**config.mk**
```make
export PLATFORM = sky130hd
export DESIGN_NAME = mem_access_unit
export DESIGN_NICKNAME = d
export VERILOG_FILES = /design/src/rtl/mem_pkg.sv /design/src/rtl/mem_load_format.sv /design/src/rtl/mem_access_unit.sv
export SDC_FILE = /design/constraint.sdc
export NUM_CORES = 1
export LEC_CHECK = 0
export BUFFER_PORTS_ARGS = -buffer_cell sky130_fd_sc_hd__clkbuf_2
export CAP_MARGIN = 10
export CORE_UTILIZATION = 40
export CTS_BUF_LIST = sky130_fd_sc_hd__clkbuf_16
export DETAILED_ROUTE_END_ITERATION = 6
export PLACE_DENSITY_LB_ADDON = 0.15
export SYNTH_ARGS = -nofsm -noshare
export SYNTH_HDL_FRONTEND = slang
export SYNTH_HIERARCHICAL = 1
export SYNTH_SLANG_ARGS = --single-unit
export TNS_END_PERCENT = 5
```
**constraint.sdc**
```tcl
create_clock -name clk_i -period 2.4 [get_ports clk_i]
set_input_delay 0.48 -clock clk_i [delete_from_list [all_inputs] [get_ports clk_i]]
set_output_delay 0.48 -clock clk_i [all_outputs]
set_load 0.01 [all_outputs]
```
**src/rtl/mem_pkg.sv**
```systemverilog
`default_nettype none
// ============================================================================
// Module      : mem_pkg
// Description : Shared types and constants for the memory access unit.
//               Covers operation codes, FSM states and bus size encodings.
// Revision    : 1.0 - initial release
// ============================================================================
package mem_pkg;

    // Operation codes presented to the memory stage
    typedef enum logic [3:0] {
        NONE = 4'd0,
        LB   = 4'd1,
        LBU  = 4'd2,
        LH   = 4'd3,
        LHU  = 4'd4,
        LW   = 4'd5,
        SB   = 4'd6,
        SH   = 4'd7,
        SW   = 4'd8,
        LWL  = 4'd9,
        LWR  = 4'd10,
        SWL  = 4'd11,
        SWR  = 4'd12
    } mem_op_t;

    // Transaction sequencer states
    typedef enum logic [2:0] {
        ST_IDLE  = 3'd0,
        ST_REQ   = 3'd1,
        ST_WAIT  = 3'd2,
        ST_DONE  = 3'd3,
        ST_DRAIN = 3'd4
    } mas_state_t;

    // Bus size encodings
    localparam logic [1:0] SZ_BYTE = 2'd0;
    localparam logic [1:0] SZ_HALF = 2'd1;
    localparam logic [1:0] SZ_WORD = 2'd2;

endpackage
`default_nettype wire

```
**src/rtl/mem_load_format.sv**
```systemverilog
`default_nettype none
// ============================================================================
// Module      : mem_load_format
// Description : Combinational load-data formatter. Selects the addressed
//               lane, sign/zero extends, and merges with rt for LWL/LWR.
//               LWL/LWR merging exists only when MEM_UNALIGNED_LR_EN is set.
// Revision    : 1.0 - initial release
// ============================================================================
module mem_load_format
    import mem_pkg::*;
(
    input  logic [3:0]  i_op,
    input  logic [1:0]  i_lane,
    input  logic [31:0] i_mdata,
    input  logic [31:0] i_rt,
    output logic [31:0] o_result
);

    logic [7:0]  w_byte;
    logic [15:0] w_half;

    assign w_byte = i_mdata[{i_lane, 3'b000} +: 8];
    assign w_half = i_lane[1] ? i_mdata[31:16] : i_mdata[15:0];

    // Extend or merge the returned word according to the operation
    always_comb begin
        o_result = '0;
        case (i_op)
            LB:  o_result = {{24{w_byte[7]}}, w_byte};
            LBU: o_result = {24'd0, w_byte};
            LH:  o_result = {{16{w_half[15]}}, w_half};
            LHU: o_result = {16'd0, w_half};
            LW:  o_result = i_mdata;
`ifdef MEM_UNALIGNED_LR_EN
            LWL: begin
                case (i_lane)
                    2'd0:    o_result = {i_mdata[7:0],  i_rt[23:0]};
                    2'd1:    o_result = {i_mdata[15:0], i_rt[15:0]};
                    2'd2:    o_result = {i_mdata[23:0], i_rt[7:0]};
                    default: o_result = i_mdata;
                endcase
            end
            LWR: begin
                case (i_lane)
                    2'd0:    o_result = i_mdata;
                    2'd1:    o_result = {i_rt[31:24], i_mdata[31:8]};
                    2'd2:    o_result = {i_rt[31:16], i_mdata[31:16]};
                    default: o_result = {i_rt[31:8],  i_mdata[31:24]};
                endcase
            end
`endif
            default: o_result = '0;
        endcase
    end

`ifndef MEM_UNALIGNED_LR_EN
    // rt only feeds the LWL/LWR merge paths
    logic w_unused;
    assign w_unused = ^i_rt;
`endif

endmodule
`default_nettype wire

```
**src/rtl/mem_access_unit.sv**
```systemverilog
`default_nettype none
// ============================================================================
// Module      : mem_access_unit
// Description : MEM-stage load/store unit. Checks alignment, issues one
//               transaction on a req/addr_ok/data_ok bus, formats load data
//               and stalls the pipeline until the transaction completes.
//               Optional macro MEM_UNALIGNED_LR_EN enables LWL/LWR/SWL/SWR.
// Revision    : 1.0 - initial release
// ============================================================================
module mem_access_unit
    import mem_pkg::*;
#(
    parameter int ADDR_W = 32
)
(
    input  logic              clk_i,
    input  logic              rst_i,
    input  logic              mem_valid_i,
    input  logic [3:0]        mem_op_i,
    input  logic [ADDR_W-1:0] addr_i,
    input  logic [31:0]       rt_i,
    input  logic              flush_i,
    input  logic              pipe_advance_i,
    output logic              data_req_o,
    output logic              data_wr_o,
    output logic [1:0]        data_size_o,
    output logic [ADDR_W-1:0] data_addr_o,
    output logic [3:0]        data_wstrb_o,
    output logic [31:0]       data_wdata_o,
    input  logic              data_addr_ok_i,
    input  logic              data_data_ok_i,
    input  logic [31:0]       data_rdata_i,
    output logic [31:0]       rdata_o,
    output logic              done_o,
    output logic              mem_stall_o,
    output logic              adel_o,
    output logic              ades_o,
    output logic [ADDR_W-1:0] bad_vaddr_o
);

    mas_state_t        r_state, w_next_state;
    logic [3:0]        r_op;
    logic [1:0]        r_lane;
    logic [31:0]       r_rt;
    logic              r_wr;
    logic [1:0]        r_size;
    logic [ADDR_W-1:0] r_addr;
    logic [3:0]        r_wstrb;
    logic [31:0]       r_wdata;
    logic [31:0]       r_rdata;

    logic              w_supported, w_accept, w_capture, w_stall;
    logic              w_wr;
    logic [1:0]        w_size;
    logic [ADDR_W-1:0] w_baddr;
    logic [3:0]        w_wstrb;
    logic [31:0]       w_wdata;
    logic [31:0]       w_fmt;

    // Alignment faults are reported combinationally for the current instruction
    assign adel_o = mem_valid_i &
                    ((((mem_op_i == LH) || (mem_op_i == LHU)) && addr_i[0]) ||
                     ((mem_op_i == LW) && (addr_i[1:0] != 2'b00)));
    assign ades_o = mem_valid_i &
                    (((mem_op_i == SH) && addr_i[0]) ||
                     ((mem_op_i == SW) && (addr_i[1:0] != 2'b00)));
    assign bad_vaddr_o = addr_i;

`ifdef MEM_UNALIGNED_LR_EN
    assign w_supported = (mem_op_i != NONE) && (mem_op_i <= SWR);
`else
    // Partial-word ops decode as no operation when unsupported
    assign w_supported = (mem_op_i != NONE) && (mem_op_i <= SW);
`endif

    assign w_accept = (r_state == ST_IDLE) & mem_valid_i & w_supported &
                      ~adel_o & ~ades_o & ~flush_i;

`ifdef MEM_UNALIGNED_LR_EN
    logic [ADDR_W-1:0] w_aligned;
    assign w_aligned = {addr_i[ADDR_W-1:2], 2'b00};
`endif

    // Build the bus request fields from the incoming instruction
    always_comb begin
        w_wr    = 1'b0;
        w_size  = SZ_WORD;
        w_baddr = addr_i;
        w_wstrb = 4'b0000;
        w_wdata = 32'd0;
        case (mem_op_i)
            LB, LBU: w_size = SZ_BYTE;
            LH, LHU: w_size = SZ_HALF;
            SB: begin
                w_wr    = 1'b1;
                w_size  = SZ_BYTE;
                w_wstrb = 4'b0001 << addr_i[1:0];
                w_wdata = {4{rt_i[7:0]}};
            end
            SH: begin
                w_wr    = 1'b1;
                w_size  = SZ_HALF;
                w_wstrb = addr_i[1] ? 4'b1100 : 4'b0011;
                w_wdata = {2{rt_i[15:0]}};
            end
            SW: begin
                w_wr    = 1'b1;
                w_wstrb = 4'b1111;
                w_wdata = rt_i;
            end
`ifdef MEM_UNALIGNED_LR_EN
            LWL, LWR: w_baddr = w_aligned;
            SWL: begin
                w_wr    = 1'b1;
                w_baddr = w_aligned;
                w_wstrb = 4'b1111 >> (2'd3 - addr_i[1:0]);
                w_wdata = rt_i >> (5'd24 - {addr_i[1:0], 3'b000});
            end
            SWR: begin
                w_wr    = 1'b1;
                w_baddr = w_aligned;
                w_wstrb = 4'b1111 << addr_i[1:0];
                w_wdata = rt_i << {addr_i[1:0], 3'b000};
            end
`endif
            default: w_size = SZ_WORD;
        endcase
    end

    mem_load_format u_fmt (
        .i_op     (r_op),
        .i_lane   (r_lane),
        .i_mdata  (data_rdata_i),
        .i_rt     (r_rt),
        .o_result (w_fmt)
    );

    // Next-state, stall and result-capture decode
    always_comb begin
        w_next_state = r_state;
        w_stall      = 1'b0;
        w_capture    = 1'b0;
        case (r_state)
            ST_IDLE: begin
                if (w_accept) begin
                    w_next_state = ST_REQ;
                    w_stall      = 1'b1;
                end
            end
            ST_REQ: begin
                w_stall = 1'b1;
                if (flush_i) begin
                    // Withdraw if not yet accepted; otherwise drain the response
                    if (!data_addr_ok_i || data_data_ok_i) w_next_state = ST_IDLE;
                    else                                   w_next_state = ST_DRAIN;
                end else if (data_addr_ok_i) begin
                    if (data_data_ok_i) begin
                        w_next_state = ST_DONE;
                        w_capture    = 1'b1;
                    end else begin
                        w_next_state = ST_WAIT;
                    end
                end
            end
            ST_WAIT: begin
                w_stall = 1'b1;
                if (data_data_ok_i) begin
                    if (flush_i) begin
                        w_next_state = ST_IDLE;
                    end else begin
                        w_next_state = ST_DONE;
                        w_capture    = 1'b1;
                    end
                end else if (flush_i) begin
                    w_next_state = ST_DRAIN;
                end
            end
            ST_DONE: begin
                if (pipe_advance_i || flush_i) w_next_state = ST_IDLE;
            end
            ST_DRAIN: begin
                w_stall = mem_valid_i;
                if (data_data_ok_i) w_next_state = ST_IDLE;
            end
            default: w_next_state = ST_IDLE;
        endcase
    end

    // State register, request latch and result capture
    always_ff @(posedge clk_i) begin
        if (rst_i) begin
            r_state <= ST_IDLE;
            r_op    <= 4'd0;
            r_lane  <= 2'd0;
            r_rt    <= 32'd0;
            r_wr    <= 1'b0;
            r_size  <= 2'd0;
            r_addr  <= '0;
            r_wstrb <= 4'd0;
            r_wdata <= 32'd0;
            r_rdata <= 32'd0;
        end else begin
            r_state <= w_next_state;
            if (w_accept) begin
                r_op    <= mem_op_i;
                r_lane  <= addr_i[1:0];
                r_rt    <= rt_i;
                r_wr    <= w_wr;
                r_size  <= w_size;
                r_addr  <= w_baddr;
                r_wstrb <= w_wstrb;
                r_wdata <= w_wdata;
            end
            if (w_capture) r_rdata <= w_fmt;
        end
    end

    assign data_req_o   = (r_state == ST_REQ);
    assign data_wr_o    = r_wr;
    assign data_size_o  = r_size;
    assign data_addr_o  = r_addr;
    assign data_wstrb_o = r_wstrb;
    assign data_wdata_o = r_wdata;
    assign done_o       = (r_state == ST_DONE);
    assign rdata_o      = done_o ? r_rdata : 32'd0;
    assign mem_stall_o  = w_stall;

endmodule
`default_nettype wire

```
Yosys cells after proc, flatten, opt, wreduce, memory -nomap -nowiden
Index checks and enable logic that the tools add are counted.
- register bits: 112
- bits of input ports: 107
- word-level logic and storage cells: 90
- $lt $le $gt $ge: 1
- eq/ne operators: 22
- shift operators: 2
- multiplexer cells: 27
- bitwise operators: 10
- reductions and logical operators: 19
- operators with widths (cell ; count):
    32-bit case mux with 5 select lines ; 1
    32-bit case mux with 3 select lines ; 1
    32-bit 2-to-1 mux ; 1
    32-bit by 6-bit indexed part select with 8-bit output ; 1
    4-bit by 3-bit == test with 1-bit output, second input constant ; 6
    3-bit 2-to-1 mux ; 8
    4-bit by 2-bit == test with 1-bit output, second input constant ; 4
    16-bit 2-to-1 mux ; 1
    3-bit case mux with 5 select lines ; 1
    4-bit case mux with 3 select lines ; 1
    3-bit OR reduction ; 3
    4-bit by 1-bit == test with 1-bit output, second input constant ; 2
    1-bit 2-to-1 mux ; 8
    1-bit bitwise AND ; 7
    3-bit by 2-bit == test with 1-bit output, second input constant ; 2
    1-bit logical AND ; 5
    1-bit logical OR ; 5
    5-bit AND reduction ; 1
    4-bit == test, second input constant ; 1
    4-bit <= comparator, second input constant ; 1
    4-bit 2-to-1 mux ; 1
    2-bit inequality test, second input constant ; 2
    2-bit case mux with 2 select lines ; 1
    4-bit nonzero test ; 1
    other kinds (14) ; 16

Logic depth before layout (Yosys ltp)
- depth in word-level cells: 11
- depth in mapped cells: 10
- depth with buffers taken out: 5

Cells and area by module
Netlist, hierarchy kept.
- by module, submodules not included (module ; instances ; cells an instance ; area each (um^2)):
    mem_access_unit ; 1 ; 783 ; 6059.6
    mem_load_format ; 1 ; 107 ; 798.3

Worst setup path before layout
No wires, ideal clock.
- kind: input port to output port
- start point: input mem_op_i[2]
- end point: output mem_stall_o
- data arrival time: 2.009 ns
- slack: -0.089 ns
- stages: 7
- cells stage by stage: buf_4 or4b_1 buf_4 o22ai_4 nor4_4 buf_4 or3_1
- word-level cells in the longest chain between the ends: 11
- RTL lines (element ; RTL line ; RTL):
    start: declaration ; mem_access_unit.sv:19 ; input logic [3:0] mem_op_i,
    parallel branches: the longest is 7 deep, another holds 4-bit <= comparator ; n/a ;
    1-bit bitwise AND * (2 in series) ; mem_access_unit.sv:77 ; ~adel_o & ~ades_o & ~flush_i;
    1-bit 2-to-1 mux * ; mem_access_unit.sv:145 ; if (w_accept) begin
    1-bit case mux with 3 select lines * ; mem_access_unit.sv:143 ; case (r_state)
    end: declaration ; mem_access_unit.sv:35 ; output logic mem_stall_o,
Every way passes the cells marked *.

Worst setup path in the final report
- start point: input mem_op_i[3]
- end point: output mem_stall_o
Same word-level chain as after synthesis.

==> qor.csv <==
stage;metric;value;unit
die;fp.dieH;122.4;µm
power;vdd_ir_drop_max;0.0003004;V
timing;period_needed;2.391;ns
timing;setup_viol;0;
timing;skew;0.006025;ns
finish;area_growth;25.26;%
finish;fillers;1528;
worst_setup_path;endpoint_kind;output port;
worst_setup_path;required;1.92;ns
drt;drc_errors;0;
finish;multi_input_area;3007;µm²
die;start_util;0.4143;
worst_setup_path;r2r_start;r_state[2];
power;power;0.003981;W
clock_network;h-tree-depth;3;
drt;drt_iter0_markers;360;
worst_setup_path;crit_path_max_fanout;8;
clock_network;cts.clk_slew.worst_paths;0.07;ns
yosys;syn-mean-instance-area;7.656;µm²
timing;whs;0.3610;ns
worst_setup_path;worst_r2r_path_depth;6;
die;row_count;43;
clock_network;cts_tree;done;
yosys;synth_warnings;6;
timing;timing.fmax;418.3;MHz
worst_setup_path;critPathLaunch;mem_op_i[3];
drt;ant_nets;0;
worst_setup_path;critPathArrivalTime;1.91;ns
die;core;13990;µm²
finish;final_area;7259;µm²
finish;stdcell_count;1134;
worst_setup_path;crit_end;mem_stall_o;
clock_network;clk_path_buf_depth;2;
worst_setup_path;reg2reg_to;data_wstrb_o[3];
drt;wl_per_cell;15.26;µm
global_route;grt_pass1_wl;26820;µm
global_route;antenna_found_initial;0;
finish;drive_above_1_share;0.3333;
finish;antenna_cells;0;
timing;hold_violations;0;
worst_setup_path;worstSetupPathType;input pin to output port;
drt;first_pass_iters;5;
placed_design;port_buffers;246;
yosys;syn_area;5796;µm²
clock_network;cts_root_buf;clkbuf_16;
placed_design;place_ws;-0.04449;ns
finish;ff_latch_area;2202;µm²
power;clkPwrFrac;0.381;
timing;drv_slew;0;
timing;slew-limit-headroom;0.4964;
placed_design;place_inst;1116;
finish;nNetsFinal;1056;
placed_design;gp_congestion;0.8260;
yosys;syn-num-nets;864;
die;io_pins;247;
outcome;status;finished, final reports clean;
placed_design;placed_area;6917;µm²
placed_design;hpwl;12460;µm
global_route;grt_pass1_vias;5302;
drt;wirelength;17300;µm
timing;setup_ws;0.009425;ns
global_route;grt_overflow_total;0;
clock_network;cts_sinks;110;
global_route;grt_usage;0.2277;
job;cap_violations;0;
drt;viasPerCell;5.116;
power;p_sw;0.001066;W
timing;rsz0062_at_grt;true;
power;p_comb_frac;0.146;
timing;worst_pin_slew;0.7555;ns
clock_network;cts_buffers;9;
die;die_x;122.4;µm
hold_path;min_path_type;input pin to flop;
power;switching_share;0.2679;
worst_setup_path;setup.worst_path.start_class;input pin;
worst_setup_path;r2r_slack;0.32;ns
die;die_area;14970;µm²
yosys;synthCells;757;
power;p_int;0.002915;W
power;pwr_density_cell;548.4;nW/µm²
timing;finalCritPeriodShare;0.9961;
power;seqPwrFrac;0.473;
global_route;grt_max_degree;76;
power;leakage;3.071;nW
clock_network;clock_latency;0.35;ns
drt;vias;5802;
clock_network;postCtsHoldBufs;0;
through the flow:
stage          setup TNS (ns)  utilization
2_1_floorplan        -0.03412            -
3_3_place_gp        -0.007547       0.4945
3_5_place_dp          -0.1432       0.4945
4_1_cts                     0       0.5161
5_1_grt              -0.02751       0.5190
6_report                    0       0.5190
power groups by stage:
| stage | sequential, W | clock [W] | combinational (W) |
|---|---|---|---|
| 6_report | 0.00188 | 0.00152 | 0.000582 |
| 4_1_cts | 0.00188 | 0.00156 | 0.000574 |
| 2_1_floorplan | 0.00193 | 0 | 0.000349 |
| 3_5_place_dp | 0.00193 | 0 | 0.000571 |
| 3_3_place_gp | 0.00192 | 0 | 0.000573 |
| 5_1_grt | 0.00189 | 0.00164 | 0.000637 |
cell usage in the layout (no fill, tap or decap), types with 10 or more instances in the layout:
cell      instances
a221o_1          10
a21oi_1         109
buf_4            34
clkbuf_2        240
nand2_1         231
and2_1           34
a22o_1           16
nor2_1           14
o21ai_0          21
dfxtp_1         110
mux2i_1          16
nand3_1          10
area by class of cell:
cell class | count | area share
Multi-Input combinational cell | 547 | 0.4142
Sequential cell | 110 | 0.3033
Timing Repair Buffer | 279 | 0.2092
Clock buffer | 9 | 0.03102
Tap cell | 180 | 0.03102
Clock inverter | 7 | 0.01017
Inverter | 2 | 0.001034
metal layers:
layer  part of all wire  GRT usage  vias to the layer above
met2               0.47     0.3655                      199
met5                  0          0                        -
met1               0.45     0.3031                     2661
met4             0.0094    0.07241                        0
li1                   -          -                     2928
met3              0.069    0.04833                       14
worst min-delay path by stage:
stage                           startpoint          endpoint  slack [ns]  cells after the start
after detailed placement  data_wdata_o[15]  data_wdata_o[15]        0.44                      2
after global routing            addr_i[22]   data_addr_o[22]        0.35                      3
final                           addr_i[30]   data_addr_o[30]        0.36                      3
after global placement      data_addr_o[2]    data_addr_o[2]        0.44                      2
after CTS                       addr_i[17]   data_addr_o[17]        0.35                      3
after floorplan                    r_op[0]           r_op[0]        0.43                      2
what timing repair did:
action,in CTS,in global routing
buffers inserted,0,2
resized for setup,1,15
pin swaps,0,4
endpoints found under the setup margin,1,1
hold endpoints to repair,0,0
worst max-delay path, cell delays in order:
cell and delay, ns:
buf_2 0.16, or4b_4 0.51, o22ai_4 0.19, nor4_4 0.06, or3_4 0.38, buf_6 0.13
state kept, by name, summed over array words and instances, names as in the netlist:
register / cells
data_addr_o: 31
data_wdata_o: 32
data_wstrb_o: 4
r_op: 4
r_lane: 1
data_wr_o: 1
data_size_o: 2
r_rdata: 32
r_state: 3
Note: power is estimated with default switching activity, not from simulation.
